`src/rtl/mem_port_arbiter_if.sv`:
```
// CPU, loader and memory-port signal bundle around the arbiter.
// slave = arbiter side, master = the surrounding CPU/loader/memory environment.
interface mem_port_arbiter_if;
    logic [31:0] cpu_mem_addr;
    logic [31:0] cpu_w_data;
    logic        cpu_wr_en;
    logic [31:0] cpu_r_data;

    logic        ldr_req;
    logic        ldr_we;
    logic [31:0] ldr_addr;
    logic [31:0] ldr_wdata;
    logic        ldr_ack;
    logic [31:0] ldr_rdata;

    logic [31:0] mem_addr;
    logic [31:0] mem_w_data;
    logic        mem_wr_en;
    logic [31:0] mem_r_data;

    modport slave (
        input  cpu_mem_addr, cpu_w_data, cpu_wr_en,
        output cpu_r_data,
        input  ldr_req, ldr_we, ldr_addr, ldr_wdata,
        output ldr_ack, ldr_rdata,
        output mem_addr, mem_w_data, mem_wr_en,
        input  mem_r_data
    );

    modport master (
        output cpu_mem_addr, cpu_w_data, cpu_wr_en,
        input  cpu_r_data,
        output ldr_req, ldr_we, ldr_addr, ldr_wdata,
        input  ldr_ack, ldr_rdata,
        input  mem_addr, mem_w_data, mem_wr_en,
        output mem_r_data
    );
endinterface

```
`src/rtl/mem_port_arbiter.sv`:
```
// Round-robin share of one sync-read memory port between CPU steps (3 clk each) and loader txns (4 clk).
// Backpressure: steps accumulate in a saturating counter while held/busy; the loader waits on ldr_ack.
module mem_port_arbiter #(
    parameter int CNT_W = 4
) (
    input  logic clk_100M,
    input  logic rst,
    input  logic step_en,
    input  logic cpu_hold,
    output logic cpu_clk_en,
    output logic step_ovf,
    mem_port_arbiter_if.slave bus
);

    localparam logic [CNT_W-1:0] PEND_MAX = '1;
    localparam logic [CNT_W-1:0] PEND_ONE = {{(CNT_W-1){1'b0}}, 1'b1};

    typedef enum logic [2:0] {
        IDLE,
        CPU_SETUP,
        CPU_EXEC,
        LDR_SETUP,
        LDR_DATA,
        LDR_ACK
    } state_t;

    state_t           state;
    state_t           state_nxt;
    logic [CNT_W-1:0] pend;
    logic             ovf_q;
    logic             last_grant_ldr;
    logic             ldr_ack_q;
    logic [31:0]      ldr_rdata_q;

    logic             cpu_cand;
    logic             ldr_cand;
    logic             grant_cpu;
    logic             grant_ldr;
    logic             pend_inc;
    logic             pend_dec;

    logic [31:0]      mem_addr_c;
    logic [31:0]      mem_w_data_c;
    logic             mem_wr_en_c;
    logic             cpu_clk_en_c;

    always_ff @(posedge clk_100M) begin
        if (!rst) begin
            state <= IDLE;
        end else begin
            state <= state_nxt;
        end
    end

    // Round robin: on a tie the requester that was not served last wins.
    always_comb begin
        cpu_cand  = (pend != '0) && !cpu_hold;
        ldr_cand  = bus.ldr_req && !ldr_ack_q;
        grant_cpu = cpu_cand && (!ldr_cand || last_grant_ldr);
        grant_ldr = ldr_cand && !grant_cpu;
    end

    always_comb begin
        state_nxt = state;
        case (state)
            IDLE: begin
                if (grant_cpu) begin
                    state_nxt = CPU_SETUP;
                end else if (grant_ldr) begin
                    state_nxt = LDR_SETUP;
                end
            end
            CPU_SETUP: state_nxt = CPU_EXEC;
            CPU_EXEC:  state_nxt = IDLE;
            LDR_SETUP: state_nxt = LDR_DATA;
            LDR_DATA:  state_nxt = LDR_ACK;
            LDR_ACK:   state_nxt = IDLE;
            default:   state_nxt = IDLE;
        endcase
    end

    always_comb begin
        mem_addr_c   = bus.cpu_mem_addr;
        mem_w_data_c = bus.cpu_w_data;
        mem_wr_en_c  = 1'b0;
        cpu_clk_en_c = 1'b0;
        case (state)
            CPU_EXEC: begin
                mem_wr_en_c  = bus.cpu_wr_en;
                cpu_clk_en_c = 1'b1;
            end
            LDR_SETUP: begin
                mem_addr_c   = bus.ldr_addr;
                mem_w_data_c = bus.ldr_wdata;
                mem_wr_en_c  = bus.ldr_we;
            end
            LDR_DATA: begin
                mem_addr_c = bus.ldr_addr;
            end
            default: begin
            end
        endcase
    end

    // Reset masks the strobes combinationally so nothing commits while rst is low.
    assign cpu_clk_en     = cpu_clk_en_c && rst;
    assign bus.mem_wr_en  = mem_wr_en_c && rst;
    assign bus.mem_addr   = mem_addr_c;
    assign bus.mem_w_data = mem_w_data_c;
    assign bus.cpu_r_data = bus.mem_r_data;
    assign bus.ldr_ack    = ldr_ack_q;
    assign bus.ldr_rdata  = ldr_rdata_q;
    assign step_ovf       = ovf_q;

    assign pend_inc = step_en;
    assign pend_dec = (state == CPU_EXEC) && (pend != '0);

    always_ff @(posedge clk_100M) begin
        if (!rst) begin
            pend  <= '0;
            ovf_q <= 1'b0;
        end else if (pend_inc && !pend_dec) begin
            if (pend == PEND_MAX) begin
                ovf_q <= 1'b1;
            end else begin
                pend <= pend + PEND_ONE;
            end
        end else if (pend_dec && !pend_inc) begin
            pend <= pend - PEND_ONE;
        end
    end

    always_ff @(posedge clk_100M) begin
        if (!rst) begin
            last_grant_ldr <= 1'b1;
            ldr_ack_q      <= 1'b0;
            ldr_rdata_q    <= '0;
        end else begin
            ldr_ack_q <= (state == LDR_DATA);
            if (state == CPU_EXEC) begin
                last_grant_ldr <= 1'b0;
            end else if (state == LDR_ACK) begin
                last_grant_ldr <= 1'b1;
            end
            if ((state == LDR_DATA) && !bus.ldr_we) begin
                ldr_rdata_q <= bus.mem_r_data;
            end
        end
    end

endmodule
```
`src/flat_wrapper.sv`:
```
// flat-port wrapper written by rule: the top's interface ports become plain ports
module mem_port_arbiter_flat 
#(
    parameter int CNT_W = 4
)
  (clk_100M, rst, step_en, cpu_hold, cpu_clk_en, step_ovf, bus_cpu_mem_addr, bus_cpu_w_data, bus_cpu_wr_en, bus_cpu_r_data, bus_ldr_req, bus_ldr_we, bus_ldr_addr, bus_ldr_wdata, bus_ldr_ack, bus_ldr_rdata, bus_mem_addr, bus_mem_w_data, bus_mem_wr_en, bus_mem_r_data);
  mem_port_arbiter_if bus_i ();
  input  logic clk_100M;
  input  logic rst;
  input  logic step_en;
  input  logic cpu_hold;
  output logic cpu_clk_en;
  output logic step_ovf;
  input wire logic [$bits(bus_i.cpu_mem_addr)-1:0] bus_cpu_mem_addr;
  input wire logic [$bits(bus_i.cpu_w_data)-1:0] bus_cpu_w_data;
  input wire logic [$bits(bus_i.cpu_wr_en)-1:0] bus_cpu_wr_en;
  output wire logic [$bits(bus_i.cpu_r_data)-1:0] bus_cpu_r_data;
  input wire logic [$bits(bus_i.ldr_req)-1:0] bus_ldr_req;
  input wire logic [$bits(bus_i.ldr_we)-1:0] bus_ldr_we;
  input wire logic [$bits(bus_i.ldr_addr)-1:0] bus_ldr_addr;
  input wire logic [$bits(bus_i.ldr_wdata)-1:0] bus_ldr_wdata;
  output wire logic [$bits(bus_i.ldr_ack)-1:0] bus_ldr_ack;
  output wire logic [$bits(bus_i.ldr_rdata)-1:0] bus_ldr_rdata;
  output wire logic [$bits(bus_i.mem_addr)-1:0] bus_mem_addr;
  output wire logic [$bits(bus_i.mem_w_data)-1:0] bus_mem_w_data;
  output wire logic [$bits(bus_i.mem_wr_en)-1:0] bus_mem_wr_en;
  input wire logic [$bits(bus_i.mem_r_data)-1:0] bus_mem_r_data;
  assign bus_i.cpu_mem_addr = bus_cpu_mem_addr;
  assign bus_i.cpu_w_data = bus_cpu_w_data;
  assign bus_i.cpu_wr_en = bus_cpu_wr_en;
  assign bus_cpu_r_data = bus_i.cpu_r_data;
  assign bus_i.ldr_req = bus_ldr_req;
  assign bus_i.ldr_we = bus_ldr_we;
  assign bus_i.ldr_addr = bus_ldr_addr;
  assign bus_i.ldr_wdata = bus_ldr_wdata;
  assign bus_ldr_ack = bus_i.ldr_ack;
  assign bus_ldr_rdata = bus_i.ldr_rdata;
  assign bus_mem_addr = bus_i.mem_addr;
  assign bus_mem_w_data = bus_i.mem_w_data;
  assign bus_mem_wr_en = bus_i.mem_wr_en;
  assign bus_i.mem_r_data = bus_mem_r_data;
  mem_port_arbiter #(.CNT_W(CNT_W)) u_core (.clk_100M(clk_100M), .rst(rst), .step_en(step_en), .cpu_hold(cpu_hold), .cpu_clk_en(cpu_clk_en), .step_ovf(step_ovf), .bus(bus_i));
endmodule
```
`config.mk`:
```
export PLATFORM = sky130hd
export DESIGN_NAME = mem_port_arbiter_flat
export DESIGN_NICKNAME = d
export VERILOG_FILES = /design/src/rtl/mem_port_arbiter_if.sv /design/src/rtl/mem_port_arbiter.sv /design/src/flat_wrapper.sv
export SDC_FILE = /design/constraint.sdc
export NUM_CORES = 1
export LEC_CHECK = 0
export ABC_AREA = 1
export BUFFER_PORTS_ARGS = -buffer_cell sky130_fd_sc_hd__buf_4
export CAP_MARGIN = 30
export CORE_AREA = 2 2 117 119
export CTS_BUF_LIST = sky130_fd_sc_hd__clkbuf_8 sky130_fd_sc_hd__clkbuf_16
export CTS_CLUSTER_DIAMETER = 150
export DETAILED_ROUTE_END_ITERATION = 10
export DIE_AREA = 0 0 119 121
export PLACE_DENSITY = 0.51
export SYNTH_ARGS = -nofsm -noshare
export SYNTH_HDL_FRONTEND = slang
export SYNTH_SLANG_ARGS = --single-unit
```
`constraint.sdc`:
```
create_clock -name clk_100M -period 2.7 [get_ports clk_100M]
set_clock_uncertainty 0.2 [all_clocks]
set_input_delay 0.405 -clock clk_100M [delete_from_list [all_inputs] [get_ports clk_100M]]
set_output_delay 0.405 -clock clk_100M [all_outputs]
set_load 0.005 [all_outputs]
```
## After elaboration in Yosys (flattened, before gate mapping)

Cells that the tools add are included.
Widths: inputs -> output; s select.

- Add/subtract/negate cells: 2
- Eq/ne operators: 8
- Muxes and demuxes: 12
- Reduce and logical (&&, ||, !) cells: 25

Operators by type and width:

| kind | count |
|---|---|
| $mux 32 | 2 |
| $mux 4 | 3 |
| $pmux 3 s4 | 1 |
| $logic_and 1x1->1 | 10 |
| $logic_not 1->1 | 7 |
| $eq 3x2->1 const B | 2 |
| $eq 3x3->1 const B | 2 |
| $mux 3 | 2 |
| $add 4x1->4 const B | 1 |
| $eq 4x4->1 const B | 1 |
| $reduce_and 2->1 | 2 |
| $reduce_bool 2->1 | 2 |
| $reduce_bool 4->1 | 1 |
| $sub 4x1->4 const B | 1 |
| $eq 3x1->1 const B | 1 |
| $logic_not 3->1 | 1 |
| $mux 1 | 3 |
| $ne 3x1->1 const B | 1 |
| $ne 2x2->1 const B | 1 |
| $pmux 1 s2 | 1 |
| $reduce_or 2->1 | 1 |
| $logic_or 1x1->1 | 1 |

- Register bits: 42
- Input port bits: 167
- Output and inout bits: 132
- Logic and storage cells: 53

## Logic depth before layout (Yosys ltp)

Gate-level depths: netlist of run 1.

- Word-level depth: 10
- Gate-level depth with buffers: 15
- Mapped depth without buffers: 15

## Worst setup path after synthesis of run 1

No wires, ideal clock.

- Path type: reg2reg
- Start: reg u_core.state[1]
- End: reg u_core.pend[3]
- Setup time: 113 ps
- Data arrival time: 1699 ps
- Data required time: 2387 ps
- Setup slack: 688 ps
- Stages on the path, launching flop included: 14
- Path buffers: 0
- Clock period less this slack: 2012 ps
- Cell sequence: dfxtp_1 > nand2_1 > nor2_1 > nand2_1 > nand2_1 > ha_1 > nand2_1 > nand2_1 > nor2_1 > nand3_1 > nand2_1 > nor2_1 > nor2_1 > nor2_1

- Word-level cells in the longest chain between the ends: 6
- Elaborated cells on any way between the ends: 9
- Those cells by class: eq/ne (2); mux (1); reduce/logical (6)

RTL lines:

| what | line | source |
|---|---|---|
| start: declaration | mem_port_arbiter.sv:27 | `state_t state;` |
| start signal: assignment | mem_port_arbiter.sv:51 | `state <= state_nxt;` |
| $eq 3x2->1 * | mem_port_arbiter.sv:116 | `assign pend_dec = (state == CPU_EXEC) && (pend != '0);` |
| $logic_and 1x1->1 * | mem_port_arbiter.sv:116 |  |
| $logic_not 1->1 | mem_port_arbiter.sv:122 | `end else if (pend_inc && !pend_dec) begin` |
| $logic_and 1x1->1 | mem_port_arbiter.sv:122 |  |
| $ne 2x2->1 (no source line) or $reduce_bool 2->1 (tied branches) | - |  |
| $reduce_and 2->1 (no source line) | - |  |
| end signal: assignment | mem_port_arbiter.sv:126 | `pend <= pend + PEND_ONE;` |
| end signal: assignment | mem_port_arbiter.sv:129 | `pend <= pend - PEND_ONE;` |
| end: declaration | mem_port_arbiter.sv:29 | `logic [CNT_W-1:0] pend;` |

Every way passes the cells marked *; elsewhere a longest branch is shown, timed or not.
A chain may end at the register's enable or synchronous reset.

## Worst setup path after layout of run 1

- Start: reg u_core.state[2]
- End: out bus_mem_addr[6]

- Word-level cells in the longest chain between the ends: 3
- Elaborated cells on any way between the ends: 4
- Those cells by class: eq/ne (2); mux (1); reduce/logical (1)

RTL lines:

| what | line | source |
|---|---|---|
| $eq 3x2->1 or $eq 3x3->1 (tied branches) | mem_port_arbiter.sv:87 | `case (state)` |
| $reduce_or 2->1 (no source line) * | - |  |
| $mux 32 * | mem_port_arbiter.sv:87 |  |
| end: declaration | flat_wrapper.sv:24 | `output wire logic [$bits(bus_i.mem_addr)-1:0] bus_mem_addr;` |

Marks and branches as above.

==> results.yml, run 1 <==
outcome:
  outcome: "finished, final reports clean"
place:
  place_congestion: 0.869
  dp_hpwl_microns: 9590
  io_buffers: 298
clock_tree:
  cts_num_sinks: 42
  numCtsBuffers: 5
  cts-root-buf: "clkbuf_16"
  cts_tree: "done"
  clk_latency_ns: 0.28
  cts_resized: 0
  cts_setup_buffers: 0
  postCtsHoldBufs: 0
  cts-htree-levels: 2
  clock_path_buffers: 2
  clk_pin_slew_ns: 0.06
timing:
  slew_headroom: 0.643
  setup_viol: 0
  max_freq_mhz: 418
  min_period_ns: 2.40
  hold_viol: 0
  drv_slew: 0
  timing.final.crit_share: 0.887
  tightest_slew_ns: 0.535
  tns_ns: 0
  grt_setup_unrepaired: "no"
setup_path:
  crit_arrival_ns: 1.79
  critPathLaunchType: "flip-flop"
  cp.required_ns: 2.10
  cp_max_fo: 33
  rr_startpoint: "u_core.state[1]"
  critPathKind: "flip-flop to primary output"
  reg2reg_slack_ns: 0.45
  cp-startpoint: "u_core.state[2]"
  critPathCaptureType: "primary output"
power_and_ir_drop:
  p_leak_uw: 0.00274
  power_frac_seq: 0.280
  power_switching_uw: 960
  power_density_nw_per_um2: 536
  clkPwrFrac: 0.217
  combPwrFrac: 0.503
  power.total_uw: 2690
  internal-power_uw: 1730
  ir_drop_v: 0.000275
  netSwitchingFraction: 0.357
yosys:
  synthArstFlopShare: 0
  yosysTopAreaCell: "dfxtp_1"
  ys_seq_area_frac: 0.311
  synth.distinct_cells: 25
  synth_top_cell_area_share: 0.311
  synth_area_per_cell_sq_um: 5.92
  synth_nets: 627
  synth_edf_count: 0
  yosysWarnings: 0
  synth_area_leaders: "dfxtp_1 (31%), nand2_1 (29%), buf_4 (8.9%)"
  netlist_instances: 457
  synthesis.area_sq_um: 2700
  synthFlopType: "dfxtp_1"
  synth_seq_cells: 42
die:
  die_height_microns: 121
  core_area_sq_um: 13100
  io_pins: 299
  die_x_microns: 119
  start_util: 0.207
  rows: 42
  dieArea_sq_um: 14400
finish:
  fill_cells: 1405
  drive_above_1_share: 0.443
  area_delta_synth_final_pct: 85.5
  nets: 882
  antenna_cells: 0
drt:
  vias: 3618
  wl_per_cell_microns: 12.9
  ant_nets: 0
  firstDrtPassIters: 5
  route.detailed.drc: 0
  drt_iter0_markers: 164
  drt_wl_total_microns: 11500
  vias_per_cell: 4.07
grt:
  grt_max_degree: 39
  grt_pass1_wl_microns: 17100
  use_met1: 0.168
  grt_use_total: 0.148
  grt-ovfl-total: 0
  met3_usage: 0.0437
  grt_pass1_vias: 3315
  use_met2: 0.271
  antenna_found_initial: 0
  busiest_layer: "met2"
worst_hold_path:
  hold_path_class: "input port to flip-flop"
  min_from: "bus_mem_r_data[19]"
job:
  maxCapViolations: 0
==> cells in the final DEF (no fill, tap or decap), types with 2 or more instances in the layout <==
master / netlist / layout
buf_4: 32 / 302
nor2_1: 17 / 17
a21oi_1: 35 / 35
inv_1: 43 / 44
nand2_1: 208 / 208
o21ai_0: 9 / 9
clkbuf_16: 0 / 5
nand4_1: 2 / 2
o21ai_1: 28 / 28
nand3_1: 3 / 3
dfxtp_1: 42 / 42
ha_1: 2 / 2
inv_2: 3 / 3
==> synthesized netlist by cell type (2+ instances only) <==
cell type	instances
nand2_1	208
inv_1	43
dfxtp_1	42
a21oi_1	35
buf_4	32
o21ai_1	28
nor2_1	17
buf_2	13
o21ai_0	9
clkbuf_1	8
inv_2	3
nand3_1	3
buf_1	2
ha_1	2
nand4_1	2
==> power groups by stage <==
stage          clock (uW)  sequential (uW)  combinational, uW
2_1_floorplan           0              755                638
3_3_place_gp            0              760               1350
6_report              585              753               1350
4_1_cts               609              751               1380
5_1_grt               644              760               1500
3_5_place_dp            0              763               1370
==> layout make-up <==
| class | count | area, sq um | area share |
|---|---|---|---|
| clock inverters | 2 | 8.76 | 0.00175 |
| inverters | 46 | 173 | 0.0344 |
| clock buffers | 6 | 139 | 0.0277 |
| flip-flops and latches | 42 | 841 | 0.168 |
| repair buffers | 303 | 2290 | 0.456 |
| well taps | 176 | 220 | 0.0439 |
| multi-input cells | 314 | 1350 | 0.269 |
==> state kept, by name, summed over array words and instances, names as in the netlist <==
register and cells:
u_core.pend 4, u_core.bus.ldr_rdata 32, u_core.state 3, u_core.bus.ldr_ack 1
u_core.step_ovf 1, u_core.last_grant_ldr 1
==> through the flow <==
stage / area, sq um / utilization / worst slack [ns] / instances / hold slack (ns)
after floorplan: 2700 / - / 0.688 / 457 / 0.233
after global placement: 4850 / 0.371 / 0.515 / 880 / 0.231
after CTS: 5020 / 0.383 / 0.307 / 889 / 0.204
final: 5020 / 0.383 / 0.305 / 889 / 0.206
after detailed placement: 4870 / 0.372 / 0.468 / 881 / 0.235
after global routing: 5020 / 0.383 / 0.165 / 889 / 0.208
==> cell families (layout without fill, tap and decap cells) <==
family                     count (synthesis)  in the layout  synth area share
AOI/OAI and AO/OA                         75             75             0.143
DFF                                       42             42             0.311
and+or+nand+nor                          235            235             0.336
xor gates and xnor gates                   1              1           0.00324
buffers and inverters                    101            357             0.191
adders and majority gates                  3              3            0.0167
==> layer usage <==
metal / wire [microns] / up-vias
met5: 0 / -
met4: 169 / 0
met3: 1060 / 11
met2: 5840 / 195
met1: 4410 / 1528
li1: - / 1884
==> final timing paths <==
kind | endpoint | cells past startpoint
max | bus_mem_addr[6] | 9
min reg2reg | u_core.bus.ldr_rdata[19] | 2
min | u_core.bus.ldr_rdata[19] | 3
max reg2reg | u_core.pend[3] | 14
==> worst max-delay path: stages (launching register included) <==
cell and delay, ns:
dfxtp_1 0.37, inv_2 0.05, nand2_1 0.12, nor2_4 0.05
inv_2 0.05, nand2_1 0.06, inv_2 0.40, nand2_1 0.10
nand2_1 0.16, buf_4 0.14
(Power assumes the default switching activity.)
==> run 2: changes to the inputs <==
Settings changed: ABC_AREA 1 to not set, PLACE_DENSITY 0.51 to 0.52.
==> results.yml, run 2 <==
setup_path:
  critPathKind: "flip-flop to flip-flop"
  critPathCaptureType: "flip-flop"
  rr_worst_depth: 7
  critPathLaunchType: "flip-flop"
  cp-startpoint: "u_core.state[1]"
  reg2reg_slack_ns: 0.20
  cp.required_ns: 2.71
  cp_max_fo: 6
  r2r_end: "u_core.pend[3]"
  rr_startpoint: "u_core.state[1]"
  crit_arrival_ns: 2.50
power_and_ir_drop:
  p_leak_uw: 0.00245
  ir_drop_v: 0.000255
  power_density_nw_per_um2: 435
drt:
  wl_per_cell_microns: 15.6
  drt_wl_total_microns: 11600
  route.detailed.drc: 0
  ant_nets: 0
  drt_iter0_markers: 82
  vias: 3100
  vias_per_cell: 4.14
  firstDrtPassIters: 4
yosys:
  synth_common_cells: "nand2_1 (73), mux2_2 (62), dfxtp_1 (42)"
  yosysMostFrequentCell: "nand2_1"
  synthesis.area_sq_um: 2800
  synth.distinct_cells: 38
  yosysTopAreaCell: "dfxtp_1"
  synthFlopType: "dfxtp_1"
  synth_seq_cells: 42
  ys_seq_area_frac: 0.300
  synth_top_cell_area_share: 0.300
  synth_area_per_cell_sq_um: 9.07
  synth_edf_count: 0
  synth_nets: 479
  synth_area_leaders: "dfxtp_1 (30%), mux2_2 (25%), buf_4 (9.9%)"
  synthArstFlopShare: 0
  yosysWarnings: 0
  netlist_instances: 309
die:
  rows: 42
  core_area_sq_um: 13100
  start_util: 0.214
  dieArea_sq_um: 14400
  io_pins: 299
  die_x_microns: 119
  die_height_microns: 121
clock_tree:
  clk_latency_ns: 0.28
  cts-htree-levels: 2
  cts_setup_buffers: 0
  numCtsBuffers: 5
  cts_num_sinks: 42
  clk_pin_slew_ns: 0.06
  clock_path_buffers: 2
  cts_tree: "done"
  cts-root-buf: "clkbuf_16"
finish:
  largest_reg_flops: 32
  drive_above_1_share: 0.673
  layout_common_cells: "buf_4 (304), nand2_1 (73), mux2_2 (62)"
  layout_commonest_cell: "buf_4"
  final_util: 0.394
  area_delta_synth_final_pct: 84.1
  nets: 741
  antenna_cells: 0
timing:
  drv_slew: 0
  tightest_slew_ns: 0.408
  tns_ns: 0
  grt_setup_unrepaired: "no"
  setup_viol: 0
  hold_viol: 0
  timing.final.crit_share: 0.925
  slew_headroom: 0.728
  fin_ws_ns: 0.203
  max_freq_mhz: 400
  min_period_ns: 2.50
place:
  dp_hpwl_microns: 9810
  pre_cts_ws_ns: 0.126
  place_congestion: 0.833
  io_buffers: 298
worst_hold_path:
  hold_end: "u_core.bus.ldr_rdata[16]"
  hold_depth: 3
  min_from: "bus_mem_r_data[16]"
  hold_path_class: "input port to flip-flop"
job:
  maxCapViolations: 0
grt:
  grt-ovfl-total: 0
  grt_pass1_vias: 3026
  grt_max_degree: 48
  grt_pass1_wl_microns: 16400
  grt_use_total: 0.146
  antenna_found_initial: 0
outcome:
  outcome: "finished, final reports clean"
-- run 2: changes by cell type after synthesis, moves of 28 or more --
cell      previous run  this run
nand2_1            208        73
mux2_2               0        62
inv_1               43         1
a21oi_1             35         5
a21boi_0             0        28
o21ai_1             28         0
-- run 2: critical path: stages, from the launching register on --
cell      delay (ns)
dfxtp_2         0.39
or3b_4          0.43
o21ai_1         0.19
ha_1            0.29
a21oi_1         0.23
and2_1          0.17
or3b_2          0.44
o211ai_1        0.08
-- run 2: final cells by class --
cell class | count | area [sq um]
Clock buffer | 6 | 139
Clock inverter | 2 | 12.5
Fill cell | 1365 | 7920
Inverter | 1 | 3.75
Multi-Input combinational cell | 215 | 1620
Sequential cell | 42 | 842
Tap cell | 176 | 220
Timing Repair Buffer | 306 | 2320
-- run 2: metal layers --
metal	global-route usage	part of all wire	vias up
li1	-	-	1547
met1	0.182	0.40	1405
met5	0	0	-
met2	0.251	0.51	139
met3	0.0451	0.083	9
met4	0.0253	0.0079	0
-- run 2: report_power, final --
group / leakage [uW] / internal [uW] / switching (uW) / total [uW]
Clock: 0.0000729 / 366 / 236 / 602
Sequential: 0.000340 / 664 / 56.1 / 720
Combinational: 0.00204 / 575 / 349 / 924
-- run 2: how the worst max path moves through the flow --
stage / to / slack, ns
final: u_core.pend[3] / 0.20
after global routing: u_core.pend[3] / 0.02
after CTS: u_core.pend[3] / 0.11
after detailed placement: u_core.pend[3] / 0.13
after global placement: u_core.pend[3] / 0.21
after floorplan: u_core.pend[3] / 0.11
-- run 2: what timing repair did --
action / 4_1_cts / 5_1_grt
resized for setup: 0 / 1
hold buffers: 0 / 0
setup endpoints to repair: 0 / 1
endpoints found under the hold margin: 0 / 0
-- run 2: kinds of logic (layout without fill, tap and decap cells) --
kind of cell             count (synthesis)  after routing  share of synthesized area
AO/OA/AOI/OAI                           47             47                      0.129
XOR/XNOR                                 1              1                    0.00312
adder cells (fa/ha/maj)                  3              3                     0.0161
buffers and inverters                   52            315                      0.122
flip-flops                              42             42                      0.300
multiplexers                            69             69                      0.275
AND/OR/NAND/NOR                         95             95                      0.156
-- run 2: through the flow --
stage	cell area (sq um)	instances	hold slack, ns	total power (uW)
final	5160	748	0.179	2250
after global routing	5160	748	0.188	2380
after CTS	5160	748	0.171	2290
after detailed placement	5010	740	0.248	1660
after global placement	5010	740	0.242	1650
after floorplan	2800	309	0.251	1190
==> run 3: changes to the inputs <==
Settings changed: CELL_PAD_IN_SITES_DETAIL_PLACEMENT set to 1, CELL_PAD_IN_SITES_GLOBAL_PLACEMENT set to 1, PLACE_DENSITY 0.52 to 0.75.
==> results.yml, run 3 (synthesis results as in run 2) <==
die:
  die_x_microns: 119
  rows: 42
  dieArea_sq_um: 14400
  core_area_sq_um: 13100
  io_pins: 299
  start_util: 0.214
  die_height_microns: 121
grt:
  antenna_found_initial: 0
  grt_pass1_vias: 3351
  grt-ovfl-total: 0
  grt_max_degree: 48
  grt_use_total: 0.158
  grt_pass1_wl_microns: 17900
power_and_ir_drop:
  power_switching_uw: 662
  power.total_uw: 2240
  netSwitchingFraction: 0.295
  internal-power_uw: 1580
  power_frac_seq: 0.322
  combPwrFrac: 0.421
  clkPwrFrac: 0.257
  ir_drop_v: 0.000215
  p_leak_uw: 0.00246
  power_density_nw_per_um2: 435
clock_tree:
  numCtsBuffers: 5
  clock_path_buffers: 2
  cts_setup_buffers: 0
  cts-root-buf: "clkbuf_16"
  cts-htree-levels: 2
  cts_tree: "done"
  postCtsHoldBufs: 0
  clk_pin_slew_ns: 0.06
  clk_latency_ns: 0.28
  cts_num_sinks: 42
drt:
  vias_per_cell: 4.19
  vias: 3137
  route.detailed.drc: 0
  wl_per_cell_microns: 16.6
  drt_wl_total_microns: 12400
  firstDrtPassIters: 4
  drt_iter0_markers: 159
  ant_nets: 0
outcome:
  outcome: "finished, final reports clean"
finish:
  largest_reg_flops: 32
  drive_above_1_share: 0.672
  antenna_cells: 0
  nets: 742
  layout_common_cells: "buf_4 (305), nand2_1 (73), mux2_2 (62)"
  area_delta_synth_final_pct: 84.0
  layout_commonest_cell: "buf_4"
timing:
  slew_headroom: 0.708
  tightest_slew_ns: 0.439
  timing.final.crit_share: 0.933
  hold_viol: 0
  max_freq_mhz: 397
  tns_ns: 0
  drv_slew: 0
  min_period_ns: 2.52
  setup_viol: 0
  grt_setup_unrepaired: "no"
setup_path:
  critPathLaunchType: "flip-flop"
  critPathCaptureType: "flip-flop"
  critPathKind: "flip-flop to flip-flop"
  cp_max_fo: 6
  crit_arrival_ns: 2.52
  cp.required_ns: 2.70
place:
  place_congestion: 0.849
  dp_hpwl_microns: 10700
  io_buffers: 298
job:
  maxCapViolations: 0
worst_hold_path:
  hold_path_class: "input port to flip-flop"
==> run 3: changes by cell type in the layout (fill, tap and decap cells not counted) <==
cell        previous run  this run
buf_4                304       305
clkbuf_8               1         0
clkinv_4               0         1
clkinvlp_4             1         0
inv_1                  1         2
==> run 3: stage by stage <==
step | instance area (sq um) | hold slack, ns | setup slack, ns | std cells | util
floorplan | 2800 | 0.251 | 0.111 | 309 | -
global placement | 5020 | 0.243 | 0.199 | 741 | 0.383
detailed placement | 5020 | 0.250 | 0.115 | 741 | 0.383
CTS | 5160 | 0.179 | 0.105 | 749 | 0.394
global route | 5160 | 0.198 | 0.0500 | 749 | 0.394
finish | 5160 | 0.183 | 0.180 | 749 | 0.394
==> run 3: what timing repair did <==
item                                    4_1_cts  5_1_grt
resized for setup                             0        1
hold endpoints to repair                      0        0
endpoints found under the setup margin        0        1
==> run 3: power by group through the flow <==
| stage | logic (uW) | clock network [uW] | registers (uW) |
|---|---|---|---|
| CTS | 956 | 600 | 721 |
| global route | 1030 | 625 | 729 |
| global placement | 919 | 0 | 728 |
| detailed placement | 951 | 0 | 735 |
| finish | 945 | 577 | 722 |
| floorplan | 466 | 0 | 721 |
==> run 3: cell type report <==
type / count / area [sq um]
multi-input combinational: 215 / 1620
timing repair buffer: 307 / 2330
tap: 176 / 220
clock inverter: 3 / 17.5
inverter: 1 / 3.75
fill: 1544 / 7930
sequential: 42 / 842
clock buffer: 5 / 125
==> run 3: layer usage <==
| metal | GRT usage | up-vias | routed length, microns |
|---|---|---|---|
| li1 | - | 1543 | - |
| met1 | 0.170 | 1442 | 4510 |
| met2 | 0.287 | 144 | 6410 |
| met3 | 0.0710 | 8 | 1370 |
| met4 | 0.0283 | 0 | 111 |
| met5 | 0 | - | 0 |
==> run 3: path summary, 6_finish.rpt <==
check / cells past startpoint / slack (ns) / start / to
max reg2reg: 7 / 0.18 / u_core.state[1] / u_core.pend[3]
max: 7 / 0.18 / u_core.state[1] / u_core.pend[3]
min: 3 / 0.18 / bus_mem_r_data[29] / u_core.bus.ldr_rdata[29]
min reg2reg: 2 / 0.26 / u_core.bus.ldr_rdata[31] / u_core.bus.ldr_rdata[31]
==> run 3: worst max-delay path: stages, from the launching register on <==
cell	delay (ns)
dfxtp_2	0.39
or3b_4	0.42
o21ai_1	0.19
ha_1	0.30
a21oi_1	0.25
and2_1	0.17
or3b_2	0.44
o211ai_1	0.09
